File: src/rtl/uart_rx.sv
// UART receiver: 8N1 frames, 2-flop synchronized input, mid-bit sampling.
// Define UART_RX_MAJORITY_EN for 2-of-3 majority voting on each bit decision.
module uart_rx #(
  parameter int clocks_per_bit = 16
) (
  input  logic       clock,
  input  logic       reset_n,
  input  logic       pin,
  output logic [7:0] byte_received,
  output logic       valid,
  output logic       frame_error
);

  localparam int CW = $clog2(clocks_per_bit) + 1;
  localparam logic [CW-1:0] HALF = CW'(clocks_per_bit / 2);
  localparam logic [CW-1:0] LAST = CW'(clocks_per_bit - 1);

  typedef enum logic [1:0] {IDLE, START, DATA, STOP} state_t;

  state_t        state;
  logic          s1, sync_pin, armed, bit_val;
  logic [CW-1:0] cnt;
  logic [2:0]    idx;
  logic [7:0]    shreg;

  always_ff @(posedge clock or negedge reset_n) begin
    if (!reset_n) begin
      s1       <= 1'b1;
      sync_pin <= 1'b1;
    end else begin
      s1       <= pin;
      sync_pin <= s1;
    end
  end

`ifdef UART_RX_MAJORITY_EN
  // Two previous sync_pin samples feed the vote; sample latency is unchanged.
  logic h1, h2;
  always_ff @(posedge clock or negedge reset_n) begin
    if (!reset_n) begin
      h1 <= 1'b1;
      h2 <= 1'b1;
    end else begin
      h1 <= sync_pin;
      h2 <= h1;
    end
  end
  assign bit_val = (sync_pin & h1) | (sync_pin & h2) | (h1 & h2);
`else
  assign bit_val = sync_pin;
`endif

  always_ff @(posedge clock or negedge reset_n) begin
    if (!reset_n) begin
      state         <= IDLE;
      armed         <= 1'b0;
      cnt           <= '0;
      idx           <= '0;
      shreg         <= '0;
      byte_received <= 8'h00;
      valid         <= 1'b0;
      frame_error   <= 1'b0;
    end else begin
      valid       <= 1'b0;
      frame_error <= 1'b0;
      case (state)
        IDLE: begin
          // Arming requires a high line first, so a held break never starts a frame.
          if (armed && !sync_pin) begin
            state <= START;
            armed <= 1'b0;
            cnt   <= '0;
          end else begin
            armed <= armed | sync_pin;
          end
        end
        START: begin
          if (cnt == HALF) begin
            cnt <= '0;
            idx <= '0;
            state <= bit_val ? IDLE : DATA;
          end else begin
            cnt <= cnt + CW'(1);
          end
        end
        DATA: begin
          if (cnt == LAST) begin
            cnt        <= '0;
            shreg[idx] <= bit_val;
            if (idx == 3'd7) state <= STOP;
            else             idx   <= idx + 3'd1;
          end else begin
            cnt <= cnt + CW'(1);
          end
        end
        STOP: begin
          if (cnt == LAST) begin
            cnt   <= '0;
            idx   <= '0;
            state <= IDLE;
            if (bit_val) begin
              byte_received <= shreg;
              valid         <= 1'b1;
            end else begin
              frame_error   <= 1'b1;
            end
          end else begin
            cnt <= cnt + CW'(1);
          end
        end
        default: state <= IDLE;
      endcase
    end
  end

endmodule

File: config.mk
export PLATFORM = sky130hd
export DESIGN_NAME = uart_rx
export DESIGN_NICKNAME = d
export VERILOG_FILES = /design/src/rtl/uart_rx.sv
export SDC_FILE = /design/constraint.sdc
export NUM_CORES = 1
export LEC_CHECK = 0
export ABC_AREA = 1
export CELL_PAD_IN_SITES_DETAIL_PLACEMENT = 0
export CELL_PAD_IN_SITES_GLOBAL_PLACEMENT = 1
export CORE_UTILIZATION = 46
export CTS_BUF_LIST = sky130_fd_sc_hd__clkbuf_16
export DETAILED_ROUTE_END_ITERATION = 10
export GPL_TIMING_DRIVEN = 0
export PLACE_DENSITY_LB_ADDON = 0.1
export RECOVER_POWER = 100
export SLEW_MARGIN = 0
export SYNTH_ARGS = -nofsm -noshare
export SYNTH_HDL_FRONTEND = slang
export SYNTH_SLANG_ARGS = --single-unit
File: constraint.sdc
create_clock -name clock -period 1.89 [get_ports clock]
set_input_delay 0.189 -clock clock [delete_from_list [all_inputs] [get_ports clock]]
set_output_delay 0.189 -clock clock [all_outputs]
set_load 0.01 [all_outputs]
==> impl_results.md <==
- Clock slew seen by the registers of the worst setup and hold paths: 50 ps
- Yosys top cell by area: dfrtp_1
- Core area: 3053 um^2
- H-tree depth: 2
- Die ar.: 3455 um^2
- Initial antenna violation count: 0
- Outcome: finished, violations left
- Final setup fails: 0
- CP Data Arrival Time: 1760 ps
- Clk_lat worst skew: 270 ps
- Cell count after synthesis: 170
- Period minus WS final: between 1500 and 2000 ps
- Skew final: ~2.2 ps
- # fillers: 285
- Post-CTS Setup Bufs: 0
- CP Launch Point: cnt[0]
- Dpl ws: between 60 and 70 ps
- Register area share after synthesis: 52.49%
- Most common cell after layout, fill and taps aside: nand2_1
- Synth top area share: 48.95%
- Power Dens Cells: 1314 nW/um^2
- YS warnings: 0
- Setup Crit Path Kind: reg2reg
- Top Family by Delay on Critical Path: simple AND/OR/NAND/NOR gates
- Maximum capacitance violations: 1
- Worst hold margin: about 330 ps
- Vias in the first global route: 1081
- Bufs on Longest Clock Path: 2
- Commonest non-fill, non-tap cells in the layout: nand2_1 (60), dfrtp_1 (29), inv_1 (14), nor2_1 (12), nand3_1 (12)
- Worst hold path class: in2async
- Tot GR Track Use: 18.83%
- Setup WS post-layout: 289.1 ps
- Largest net degree at the start of global routing: 32
- IO Pins: 13
- RSZ-0062 raised after global routing: no
- Top post-synthesis cells by area: dfrtp_1 (49%), nand2_1 (15%), ha_1 (4.2%), nand3_1 (4.1%), dfstp_2 (3.5%)
- Final Hold Vio Count: 0
- Crit path max fanout: 9
- Buffers on Ports: 12
- Via-to-Cell Ratio: between 4 and 5
- F_max: 624.6 MHz
- Diode count: 0
- HPWL after detailed placement: 1.855 mm
- Mean Syn Cell Area: 8.722 um^2
- Kind of end point of the critical path: flip-flop
- Sink Count: 31
- Total CTS buffers: 5
- Synthesis-to-layout area growth: 21.60%
- Synthesized area: ~1500 um^2
- First-pass GRT wire length: a little under 5 mm
- Final ANT Viol Nets: 0
- GRT overflow: 0
- Slowest-stage cell, CP: dfrtp_1
- Crit path top cell by count: nand2_1
- Worst-Margin Slew: 1632 ps
- Hold Buf Count CTS: 0
- Critical R2R Launch: cnt[0]
- Buffers plus inverters on the worst setup path: 3
- Crit-path cells: ha_1 -> nand2_1 -> inv_1 -> nand2_4 -> clkinvlp_2 -> nand4_4 -> clkinv_4 -> nand2_1 -> nand2_1
- Placed cells: about 230
- Seq cells post-synth: 31
- Slew HR: -8.788%
- P_leak: 0.0009312 uW
- Fin cells: 234
- Failing checks: max-capacitance violations, max-slew violations
- CTS root buf: clkbuf_16
- Layout cells sized above 1: 12.63%
- Die H: roughly 60 um
- CTS resizes: 0
- Initial Util: 48.57%
- DRT Wirelength: roughly 2.6 mm
- CP peak stage delay: approximately 400 ps
- Synth unique cells: 26
- Die X: 58.78 um
- Tcrit/Tclk final: between 80% and 90%
- Synthesized Nets: 178
- Initial DRC count: 50
- CTS tree: done
- CP Launch Type: flip-flop
- Critical Path RT: between 2000 and 2500 ps
- Drt pass-1 iters: 4
- Global placer's final weighted congestion: 0.7904
- Core Rows: 20
- Peak VDD IR: roughly 0.63 mV
- TNS Setup: 0 ps
- DRC errors left: 0
- Max-slew violations: 32
- Routed len/inst: 11.29 um
- Total number of vias: 1112
- Final Net Count: 197
-- cells in the mapped netlist --
cell,count
inv_1,11
o221ai_1,1
nand2_4,2
o2bb2ai_1,1
a21oi_1,2
dfstp_2,2
clkinv_2,1
nand2_2,4
clkinv_4,1
o211ai_1,1
nor2_1,12
buf_4,1
nand4_1,1
dfrtp_1,29
inv_2,6
o21ai_1,9
nor2_4,3
nand4_4,1
ha_1,5
nand2_1,58
o21ai_0,2
buf_6,1
xor2_1,1
buf_2,1
nand3_1,12
nor3_1,2
-- power by group --
part	switching [uW]	internal, uW
Combinational	425	207
Clock	264	613
Sequential	92.6	768
Total	781	1590
-- path summary, 6_finish.rpt --
path	end	cells after the start	slack, ps
max in group asynchronous	state[0]	1	610
worst min register to register	bit_val	0	360
min in group clock	bit_val	0	360
worst max register to register	byte_received[3]	9	290
worst max-delay path	byte_received[3]	9	290
worst min-delay path	cnt[0]	1	330
-- final cells by class --
class / instances / area, um^2 / share of cell area (%)
repair buffers: 12 / 113.9 / 6.315
flip-flops and latches: 31 / 778.2 / 43.16
well taps: 44 / 55.05 / 3.053
clock buffers: 5 / 125.1 / 6.940
clock inverters: 3 / 38.79 / 2.151
plain buffers: 3 / 16.27 / 0.9022
inverters: 19 / 77.57 / 4.303
multi-input cells: 117 / 598.1 / 33.17
-- metal layers --
metal,part of all wire (%),routed length (um),global-route usage [%],up-vias
li1,-,-,-,577
met1,49,1282,26.54,516
met2,47,1251,27.92,15
met3,3.0,79,4.615,4
met4,1.1,29,7.143,0
met5,0,0,0,-
-- per-stage QoR --
step	power (uW)	util (%)	instance area (um^2)
3_3_place_gp	1514	54.30	1658
3_5_place_dp	1535	54.30	1658
4_1_cts	2426	59.67	1822
6_report	2369	59.06	1803
5_1_grt	2538	59.06	1803
2_1_floorplan	1392	-	1483
-- logic make-up after synthesis --
family | Yosys count | synth area share, %
adder cells (fa/ha/maj) | 5 | 4.219
XOR/XNOR | 1 | 0.5908
flip-flops | 31 | 52.49
AND/OR/NAND/NOR | 95 | 29.79
buffers and inverters | 22 | 6.835
AO/OA/AOI/OAI | 16 | 6.076
-- flip-flops by register name (all words and copies together), names as in the netlist, named ones only --
signal,cells
armed,1
idx,3
cnt,5
s1,1
byte_received,8
state,1
bit_val,1
frame_error,1
valid,1
shreg,8
Note: power is estimated with default switching activity, not from simulation.
